## config.mk

```make
export PLATFORM = sky130hd
export DESIGN_NAME = spi_transmitter
export DESIGN_NICKNAME = d
export VERILOG_FILES = /design/src/rtl/spi_transmitter.sv
export SDC_FILE = /design/constraint.sdc
export NUM_CORES = 1
export LEC_CHECK = 0
export ABC_AREA = 1
export ABC_CLOCK_PERIOD_IN_PS = 3800
export CORE_ASPECT_RATIO = 0.6
export CORE_MARGIN = 2
export CORE_UTILIZATION = 57
export DETAILED_ROUTE_END_ITERATION = 7
export PLACE_DENSITY = 0.92
export SLEW_MARGIN = 5
export SYNTH_ARGS = -nofsm -noshare
export SYNTH_HDL_FRONTEND = slang
export SYNTH_SLANG_ARGS = --single-unit
```

## constraint.sdc

```tcl
create_clock -name clock -period 3.8 [get_ports clock]
set_clock_uncertainty 0.05 [all_clocks]
set_input_delay 0.57 -clock clock [delete_from_list [all_inputs] [get_ports clock]]
set_output_delay 0.57 -clock clock [all_outputs]
set_load 0.01 [all_outputs]
```

## src/rtl/spi_transmitter.sv

```systemverilog
// SPI slave transmitter: shifts a staged word out on sdo under an external master's ss/sclk.
// Latency: sdo follows a pin edge of ss/sclk by 3 clocks (2-FF sync + edge-detect + output register).
// Backpressure: none toward the master; ready low = holding register full, a new load overwrites it.
// Optional build macro SPI_TRANSMITTER_TRISTATE_EN: sdo floats (1'bz) while synchronized ss is inactive.
module spi_transmitter #(
    parameter int bitcount      = 8,
    parameter int ss_polarity   = 1,
    parameter int sclk_polarity = 0,
    parameter int sclk_phase    = 1,
    parameter int msb_first     = 1
) (
    input  logic                clock,
    input  logic                reset,
    input  logic [bitcount-1:0] data,
    input  logic                load,
    output logic                ready,
    input  logic                ss,
    input  logic                sclk,
    output logic                sdo,
    output logic                busy,
    output logic                done,
    output logic                underrun
);

    localparam int   CW        = $clog2(bitcount + 1);
    localparam logic SS_ACT    = (ss_polarity != 0);
    localparam logic SCLK_IDLE = (sclk_polarity != 0);
    localparam logic PHASE1    = (sclk_phase != 0);
    localparam logic MSB_FIRST = (msb_first != 0);

    typedef enum logic [1:0] {
        ST_IDLE    = 2'd0,
        ST_ACTIVE  = 2'd1,
        ST_WAIT_SS = 2'd2
    } state_t;

    state_t              state_q;

    // Synchronizer chains: s1/s2 are the 2-FF synchronizer, s3 is the edge-detect history.
    logic                ss_s1_q, ss_s2_q, ss_s3_q;
    logic                sclk_s1_q, sclk_s2_q, sclk_s3_q;

    logic [bitcount-1:0] hold_q;
    logic                ready_q;
    logic [bitcount-1:0] shift_q;
    logic [CW-1:0]       cnt_q;
    logic                sdo_q;
    logic                busy_q;
    logic                done_q;
    logic                underrun_q;

    // Decoded events and next-value helpers
    logic                ss_act_d;
    logic                ss_start_d;
    logic                lead_edge_d;
    logic                trail_edge_d;
    logic                shift_edge_d;
    logic                count_edge_d;
    logic [bitcount-1:0] frame_word_d;
    logic                start_bit_d;
    logic [bitcount-1:0] start_rest_d;
    logic                next_bit_d;
    logic [bitcount-1:0] next_rest_d;
    logic [CW-1:0]       cnt_inc_d;
    logic                last_bit_d;

    // Edge decode of synchronized pins and selection of the word/bit to put on the wire
    always_comb begin
        ss_act_d     = (ss_s2_q == SS_ACT);
        ss_start_d   = ss_act_d && (ss_s3_q != SS_ACT);
        lead_edge_d  = (sclk_s2_q != sclk_s3_q) && (sclk_s3_q == SCLK_IDLE);
        trail_edge_d = (sclk_s2_q != sclk_s3_q) && (sclk_s2_q == SCLK_IDLE);

        // Phase 1 shifts on the leading edge and counts completed bits on the trailing one;
        // phase 0 is the mirror image, with the first bit presented at frame start.
        shift_edge_d = PHASE1 ? lead_edge_d  : trail_edge_d;
        count_edge_d = PHASE1 ? trail_edge_d : lead_edge_d;

        // A load coinciding with frame start wins over the holding register (bypass).
        // An empty holding register is kept at zero, so an underrun frame sends all zeros.
        frame_word_d = load ? data : hold_q;

        if (MSB_FIRST) begin
            start_bit_d  = frame_word_d[bitcount-1];
            start_rest_d = {frame_word_d[bitcount-2:0], 1'b0};
            next_bit_d   = shift_q[bitcount-1];
            next_rest_d  = {shift_q[bitcount-2:0], 1'b0};
        end else begin
            start_bit_d  = frame_word_d[0];
            start_rest_d = {1'b0, frame_word_d[bitcount-1:1]};
            next_bit_d   = shift_q[0];
            next_rest_d  = {1'b0, shift_q[bitcount-1:1]};
        end

        cnt_inc_d  = cnt_q + CW'(1);
        last_bit_d = (cnt_inc_d == CW'(bitcount));
    end

    // Pin synchronizers; reset to the active ss level so ss held active through reset
    // does not look like a fresh assertion afterwards.
    always_ff @(posedge clock) begin
        if (reset) begin
            ss_s1_q   <= SS_ACT;
            ss_s2_q   <= SS_ACT;
            ss_s3_q   <= SS_ACT;
            sclk_s1_q <= SCLK_IDLE;
            sclk_s2_q <= SCLK_IDLE;
            sclk_s3_q <= SCLK_IDLE;
        end else begin
            ss_s1_q   <= ss;
            ss_s2_q   <= ss_s1_q;
            ss_s3_q   <= ss_s2_q;
            sclk_s1_q <= sclk;
            sclk_s2_q <= sclk_s1_q;
            sclk_s3_q <= sclk_s2_q;
        end
    end

    // Frame FSM with holding register, shifter, bit counter and registered outputs
    always_ff @(posedge clock) begin
        if (reset) begin
            state_q    <= ST_IDLE;
            hold_q     <= '0;
            ready_q    <= 1'b1;
            shift_q    <= '0;
            cnt_q      <= '0;
            sdo_q      <= 1'b0;
            busy_q     <= 1'b0;
            done_q     <= 1'b0;
            underrun_q <= 1'b0;
        end else begin
            done_q     <= 1'b0;
            underrun_q <= 1'b0;

            // Staging: last write wins; overridden below when a frame consumes the word.
            if (load) begin
                hold_q  <= data;
                ready_q <= 1'b0;
            end

            case (state_q)
                ST_IDLE: begin
                    if (ss_start_d) begin
                        if (PHASE1) begin
                            shift_q <= frame_word_d;
                            sdo_q   <= 1'b0;
                        end else begin
                            shift_q <= start_rest_d;
                            sdo_q   <= start_bit_d;
                        end
                        underrun_q <= ready_q && !load;
                        hold_q     <= '0;
                        ready_q    <= 1'b1;
                        cnt_q      <= '0;
                        busy_q     <= 1'b1;
                        state_q    <= ST_ACTIVE;
                    end
                end

                ST_ACTIVE: begin
                    if (!ss_act_d) begin
                        // Master gave up early: drop the word, no completion pulse.
                        busy_q  <= 1'b0;
                        sdo_q   <= 1'b0;
                        state_q <= ST_IDLE;
                    end else if (shift_edge_d) begin
                        sdo_q   <= next_bit_d;
                        shift_q <= next_rest_d;
                    end else if (count_edge_d) begin
                        if (last_bit_d) begin
                            done_q  <= 1'b1;
                            busy_q  <= 1'b0;
                            sdo_q   <= 1'b0;
                            cnt_q   <= '0;
                            state_q <= ST_WAIT_SS;
                        end else begin
                            cnt_q <= cnt_inc_d;
                        end
                    end
                end

                ST_WAIT_SS: begin
                    // Extra sclk edges are ignored until the master releases ss.
                    if (!ss_act_d) begin
                        state_q <= ST_IDLE;
                    end
                end

                default: begin
                    state_q <= ST_IDLE;
                    busy_q  <= 1'b0;
                    sdo_q   <= 1'b0;
                end
            endcase
        end
    end

`ifdef SPI_TRANSMITTER_TRISTATE_EN
    // Release the shared MISO line whenever this slave is not selected.
    assign sdo = ss_act_d ? sdo_q : 1'bz;
`else
    assign sdo = sdo_q;
`endif

    assign ready    = ready_q;
    assign busy     = busy_q;
    assign done     = done_q;
    assign underrun = underrun_q;

endmodule

```

# Word-level counts from Yosys, hierarchy flattened
# Cells that the tools add are included.
# totals
regBits	33
input_bits	13
word_cells	88
output_inout_bits	5
# op_classes
bitwise_logic	9
muxes	34
eq_ne	15
reduce_logical	14
n_addsub	1
# ops
op	n
$mux 8	6
$mux 4	5
$pmux 8 s2	1
$reduce_and 5->1	3
$mux 1	12
$mux 2	6
$ne 2x2->1 const B	6
$ne 3x3->1 const B	3
$not 1->1	9
$ne 4x4->1 const B	2
$pmux 4 s2	1
$reduce_and 4->1	2
$pmux 1 s3	2
$pmux 2 s3	1
$reduce_or 5->1	1
$add 4x1->4 const B	1
$eq 4x4->1 const B	1
$logic_and 1x1->1	4
$reduce_or 3->1	1
$eq 2x1->1 const B	1
$eq 2x2->1 const B	1
$logic_not 2->1	1
$reduce_bool 2->1	1
$logic_not 1->1	1
$ne 1x1->1	1

# Depth between registers and ports, before layout
# Gate-level depths: netlist of run 1.
# depth
depth_word	7
depth_mapped	10
depth_no_buf	10

# Worst setup path before layout of run 1
# Ideal clock, no wire load.
# synth_path
path_type	input to register
from	in load
to	reg shift_q[0]
path_buffers	1
t_arrival_ps	1249
cell_stages	5
required_ps	3634
setup_slack_ps	2385
path_cell_list	buf_2 mux2i_1 nor2_1 o21ai_0 nor2_1
# synth_between
elab_chain_cells	3
# synth_rtl
element	line_no	rtl
from (decl)	15	input logic load,
$mux 8	81	frame_word_d = load ? data : hold_q;
$mux 8	143	if (ss_start_d) begin
$pmux 8 s2	141	case (state_q)
to (signal assigned)	145	shift_q <= frame_word_d;
to (signal assigned)	148	shift_q <= start_rest_d;
to (signal assigned)	168	shift_q <= next_rest_d;
to (decl)	45	logic [bitcount-1:0] shift_q;
# Every way passes these cells. The select of a mux whose other input is x is not followed.
# A chain may end at the register's enable or synchronous reset.

# Worst setup path in the final report of run 1
# layout_path
from	in load
to	reg shift_q[3]
# Same word-level chain as after synthesis.

==> results of run 1 <==
flip-flops by register name (all words and copies together) (netlist names), 2 cells and up:
| name | count |
|---|---|
| hold_q | 8 |
| shift_q | 8 |
| state_q | 2 |
| cnt_q | 4 |
power by group through the flow:
| stage | clock, mW | combinational, mW | sequential [mW] |
|---|---|---|---|
| detailed placement | 0 | 0.0762 | 0.380 |
| global route | 0.281 | 0.0865 | 0.375 |
| CTS | 0.267 | 0.0773 | 0.373 |
| floorplan | 0 | 0.0489 | 0.379 |
| finish | 0.265 | 0.0781 | 0.373 |
| global placement | 0 | 0.0718 | 0.379 |
per-stage QoR:
stage                     utilization (%)  hold slack (ns)  setup WS (ns)  instance area [sq um]
after floorplan                         -            0.338           2.39                   1420
after global placement               70.8            0.346           1.71                   1600
after detailed placement             70.8            0.348           1.63                   1600
after CTS                            74.7            0.362           1.93                   1690
after global routing                 74.7            0.396           1.78                   1690
final                                74.7            0.362           1.89                   1690
cell type report:
| class | instances | area, sq um |
|---|---|---|
| clock buffer | 7 | 86.3 |
| sequential | 33 | 661 |
| inverter | 18 | 70.1 |
| timing repair buffer | 17 | 170 |
| fill | 169 | 573 |
| multi-input combinational | 121 | 663 |
| tap | 30 | 37.5 |
cells in the final DEF, fill, tap and decap left out, types with 2 or more instances in the layout:
cell type        netlist  final
clkdlybuf4s50_1        0     17
nor2_2                 2      2
mux2i_1                8      8
dfxtp_1               33     33
nand2_1               25     25
or2_2                  2      2
nor2_1                34     34
clkbuf_8               0      6
nand4_1                2      2
a21oi_1               10     10
o21ai_1               11     11
inv_2                  5      5
o21ai_0                7      7
ha_1                   2      2
nand3_1                8      8
inv_1                 12     12
metal layers:
layer / track usage [%] / routed length, um
met3: 10.5 / 262
met2: 37.5 / 1460
met1: 32.1 / 1390
met4: 10.8 / 120
met5: 0 / 0
critical path, stage by stage:
cell             delay, ns
clkdlybuf4s50_1       0.81
mux2i_1               0.34
o21ai_0               0.15
nor2_1                0.12
nor2_1                0.05
cell families (layout without fill, tap and decap cells):
kind of cell | after synthesis | after routing
compound gates | 31 | 31
fa+ha+maj | 2 | 2
buf+inv | 22 | 42
flops | 33 | 33
mux | 8 | 8
simple gates | 80 | 80
worst paths after layout:
| kind | depth (start not counted) | endpoint | from |
|---|---|---|---|
| worst max-delay path | 5 | shift_q[3] | load |
| worst min-delay path | 1 | ss_act_d | ss_s1_q |
| worst max register to register | 10 | busy | cnt_q[0] |
| worst min register to register | 1 | ss_act_d | ss_s1_q |
==> results by group, run 1 <==
Timing
  – RSZ-0062 raised after global routing: false
  – Worst-margin pin slew: 0.538 ns
  – Period utilization: 50.3%
  – Setup violations, final: 0
  – Minimum clock period: 1.91 ns
  – Final Max Tran Viols: 0
  – Hold Fails Final Rpt: 0
  – Slew HR: 64.0%
  – Setup_tns: 0 ns
  – Max Clk Rate: 0.523 GHz

Logic synthesis
  – Synth Area per Inst: 8.04 sq um
  – Post-Synthesis Net Count: 191
  – Ys Warns: 0
  – Post-synthesis adder-cell area fraction: 1.77%
  – Post-Synthesis Cells: 176
  – Top_reg_cell synth: dfxtp_1
  – Synth Area in Compound Gates: 12.9%
  – Post-Syn Area: 1420 sq um
  – Post-Synth XOR/XNOR Area: 0%
  – Asr flop ratio synth: 0%
  – Multiplexer share of the synthesized area: 5.66%
  – Top post-synthesis cells by area: dfxtp_1 (47%), nor2_1 (9.0%), nand2_1 (6.6%)
  – Most frequent cell after synthesis: nor2_1
  – Synth cell types: 28
  – Synth area leader: dfxtp_1
  – Number of flops mapped to enable cells by yosys: 0
  – Post-synth top cells: nor2_1 (34), dfxtp_1 (33), nand2_1 (25)
  – Post-synth top area share: 46.7%
  – Post-Synth Simple-Gate Area: 26.5%
  – #FFs+latches synth: 33
  – Largest family of logic cells by synthesized area: simple AND/OR/NAND/NOR gates
  – Sequential share of the synthesized area: 46.7%

Setup path
  – Endpoint class of the critical path: register
  – Worst endpoint required time: 3.93 ns
  – Critical path peak fanout: 9
  – Internal reg-to-reg setup slack: 2.18 ns
  – Worst Setup Path Type: in -> reg
  – Data arrival, critical path: 2.05 ns
  – Startpoint types: input port

Drt
  – WL/cell: 14.3 um
  – DRT Pass-1 Iters: 4
  – Via-to-Cell Ratio: 5.64
  – Initial drt markers: 106
  – # DRC: 0
  – Routed WL: 3220 um
  – Routed vias: 1275
  – Antenna Nets Post-Route: 0

Clocking
  – TritonCTS Buffers: 5
  – Clock Sinks: 33
  – Post-CTS Hold Buffers: 0
  – Setup Fix Bufs, Post-CTS: 0
  – Clk_lat worst skew: 0.29 ns
  – Clock Path Buffers: 2
  – CTS tree: built
  – H-Tree Depth: 2
  – Post-CTS resize count: 0
  – CTS root buf: clkbuf_8
  – CTS clk-pin slew, worst paths: 0.06 ns

Min path
  – Worst Hold Class: reg -> reg

Place
  – Port Buf Inserts: 17
  – Placed cell count: 219
  – HPWL after DPL: 2320 um
  – Global placer's final weighted congestion: 0.895

Floorplan
  – Cell row count: 13
  – Die ar.: 2910 sq um
  – DIE HEIGHT: 42.6 um
  – Horiz. Die Dim: 68.3 um
  – Core area: 2260 sq um
  – # IOs: 18
  – Initial Util: 62.6%

Power
  – Pint: 541 uW
  – Peak supply drop: 289 uV
  – Clock power frac: 37.0%
  – Switching power total: 175 uW
  – Net Sw Frac: 24.5%
  – Total power: 716 uW
  – P_leak: 0.704 nW
  – Sequential Power Share: 52.1%
  – PD cells: 424 nW/um^2
  – Comb pwr share: 10.9%

Finish
  – Final non-filler cell total: 226
  – Layout area overhead: 19.3%
  – Final #Nets: 211
  – Layout cell share with drive strength beyond 1: 11.7%
  – Ant diodes: 0

Global routing
  – GRT Resource Usage Total: 25.3%
  – Global route overflow: 0
  – Largest net degree at the start of global routing: 18
  – Initial antenna violation count: 0
  – Vias in the first global route: 1149
  – First-pass GRT wire length: 5220 um

Status
  – Status: completed

Run
  – Max-cap viol count: 0
No activity file was read; power rests on OpenSTA's default activity.
==> run 2, diff against run 1 <==
ABC_CLOCK_PERIOD_IN_PS = 1600   (was 3800)
CORE_UTILIZATION = 48   (was 57)
PLACE_DENSITY = 0.83   (was 0.92)
clock period = 1.6 ns   (was 3.8 ns; I/O delays follow)
==> results by group, run 2 (synthesized netlist as in run 1, its figures left out) <==
Status
  – Status: completed

Drt
  – Routed vias: 1204 (-5.6%)
  – Antenna Nets Post-Route: 0 (unchanged)
  – # DRC: 0 (unchanged)
  – DRT Pass-1 Iters: 4 (unchanged)
  – Via-to-Cell Ratio: 4.93 (-13%)
  – Initial drt markers: 91 (-14%)
  – WL/cell: 11.6 um (-19%)
  – Routed WL: 2820 um (-13%)

Finish
  – Most frequent cells in the layout: nor2_1 (34), dfxtp_1 (31), nand2_1 (23), clkdlybuf4s50_1 (17), inv_1 (12)
  – Layout cell share with drive strength beyond 1: 17.3% (+5.6 points)
  – Ant diodes: 0 (unchanged)
  – Fill cells: 235 (+39%)
  – Final non-filler cell total: 244 (+8.0%)
  – Final #Nets: 216 (+2.4%)
  – Top flop regs: hold_q: 8 flops, shift_q: 8 flops, cnt_q: 4 flops
  – Post-layout instance area: 1780 sq um (+5.5%)
  – Utilization after layout: 62.8% (-12 points)
  – Commonest non-fill, non-tap cell in the layout: nor2_1
  – Layout area overhead: 25.8%

Floorplan
  – Core area: 2830 sq um (+25%)
  – Horiz. Die Dim: 74.1 um (+8.4%)
  – DIE HEIGHT: 46.1 um (+8.1%)
  – Die ar.: 3410 sq um (+17%)
  – Initial Util: 49.9% (-13 points)
  – # IOs: 18 (unchanged)
  – Cell row count: 15 (+2)

Power
  – Sequential Power Share: 50.9% (-1.2 points)
  – Switching power total: 434 uW (+150%)
  – Total power: 1.74 mW (+140%)
  – Peak supply drop: 785 uV (+170%)
  – Pint: 1.30 mW (+140%)
  – P_leak: 0.742 nW (+5.5%)
  – Clock power frac: 38.1% (+1.1 points)
  – PD cells: 975 nW/um^2 (+130%)
  – Net Sw Frac: 25.0% (+0.52 points)
  – Comb pwr share: 11.0% (about the same)

Setup path
  – Worst reg2reg path depth: 9 (-1)
  – Crit-path leading delay family: flip-flops
  – Crit-path cells: ha_1, inv_1, nand2_1, nand2_2, nor2_4, buf_4, a21oi_1, nand2_1, a21oi_1
  – Worst path max stage delay: 0.35 ns (-0.46 ns)
  – CP Buf/Inv Count: 2 (+1)
  – Slowest CP cell: dfxtp_2
  – Startpoint types: register
  – Worst flop-to-flop path startpoint: cnt_q[0]
  – Capturing point of the worst reg2reg path: cnt_q[3]
  – Internal reg-to-reg setup slack: 0.16 ns (-2.02 ns)
  – Critical path peak fanout: 6 (-3)
  – Data arrival, critical path: 1.61 ns (-0.44 ns)
  – Worst Setup Path Type: reg -> reg
  – Endpoint class of the critical path: register
  – Worst endpoint required time: 1.77 ns (-2.16 ns)

Place
  – Worst slack, placed: 0.00150 ns (-1.63 ns)
  – HPWL after DPL: 1990 um (-14%)
  – Placed cell count: 235 (+7.3%)
  – DP Area: 1660 sq um (+3.6%)
  – Port Buf Inserts: 17 (unchanged)
  – Global placer's final weighted congestion: 0.863 (-3.5%)

Clocking
  – Clk_lat worst skew: 0.28 ns (about the same)
  – CTS root buf: clkbuf_8
  – TritonCTS Buffers: 5 (unchanged)
  – Clock Sinks: 33 (unchanged)
  – CTS tree: built
  – CTS clk-pin slew, worst paths: 0.07 ns (about the same)
  – Clock Path Buffers: 2 (unchanged)
  – H-Tree Depth: 2 (unchanged)
  – Post-CTS Hold Buffers: 0 (unchanged)

Global routing
  – Largest net degree at the start of global routing: 18 (unchanged)
  – Initial antenna violation count: 0 (unchanged)
  – GRT Resource Usage Total: 19.0% (-6.3 points)
  – Global route overflow: 0 (unchanged)
  – First-pass GRT wire length: 4770 um (-8.6%)
  – Vias in the first global route: 1074 (-6.5%)

Timing
  – RSZ-0062 raised after global routing: false
  – Period utilization: 90.3%
  – Worst setup margin: 0.155 ns (-1.73 ns)
  – Minimum clock period: 1.44 ns
  – Slew HR: 76.7% (+13 points)
  – Final Max Tran Viols: 0 (unchanged)
  – Hold Fails Final Rpt: 0 (unchanged)
  – Setup violations, final: 0 (unchanged)
  – Worst-margin pin slew: 0.348 ns (-0.190 ns)
  – Setup_tns: 0 ns (unchanged)
  – Worst hold margin: 0.358 ns (-0.00360 ns)
  – Max Clk Rate: 0.692 GHz

Min path
  – Hold EP: sclk_s2_q
  – Hold path start: sclk_s1_q
  – Hold Path Depth: 2 (+1)
  – Worst Hold Class: reg -> reg

Run
  – Max-cap viol count: 0 (unchanged)
==> run 2: cell count changes in the layout (fill, tap and decap cells not counted), moves of 2 or more <==
cell / delta
dfxtp_2: +2
dfxtp_1: -2
nand2_2: +2
buf_4: +4
nand2_1: -2
==> run 2: per-layer routing <==
| layer | track usage, % | wire, um | vias up |
|---|---|---|---|
| met4 | 8.00 | 44 | 0 |
| met1 | 25.7 | 1360 | 536 |
| met2 | 28.4 | 1230 | 37 |
| li1 | - | - | 623 |
| met5 | 0 | 0 | - |
| met3 | 6.13 | 176 | 8 |
==> run 2: worst max path at each step <==
stage              from         end  cells after the start
2_1_floorplan  cnt_q[0]        busy                     10
3_3_place_gp       load  shift_q[1]                      6
3_5_place_dp       load  shift_q[5]                      6
4_1_cts        cnt_q[0]        busy                     10
5_1_grt        cnt_q[0]    cnt_q[3]                      9
6_report       cnt_q[0]    cnt_q[3]                      9
==> run 2: tightest hold or removal path, cell delays in order (launching register included) <==
cell and delay (ns):
dfxtp_1 0.30, inv_1 0.04, nor2_1 0.03
==> run 2: repair_timing <==
action | 4_1_cts | 5_1_grt
endpoints found under the setup margin | 0 | 5
resized for setup | 0 | 6
setup buffers | 0 | 1
==> run 2: layout make-up <==
| class | count | area [sq um] | share of cell area [%] |
|---|---|---|---|
| clock buffer | 6 | 82.6 | 4.64 |
| clock inverter | 2 | 13.8 | 0.773 |
| inverter | 18 | 70.1 | 3.94 |
| multi-input combinational | 121 | 678 | 38.1 |
| sequential | 33 | 663 | 37.2 |
| tap | 42 | 52.6 | 2.95 |
| timing repair buffer | 22 | 220 | 12.4 |
==> run 2: power groups by stage <==
stage / Clock (mW) / Sequential (mW) / Combinational, mW
finish: 0.661 / 0.884 / 0.192
global route: 0.698 / 0.889 / 0.215
CTS: 0.662 / 0.884 / 0.191
detailed placement: 0 / 0.902 / 0.189
global placement: 0 / 0.900 / 0.185
floorplan: 0 / 0.899 / 0.116
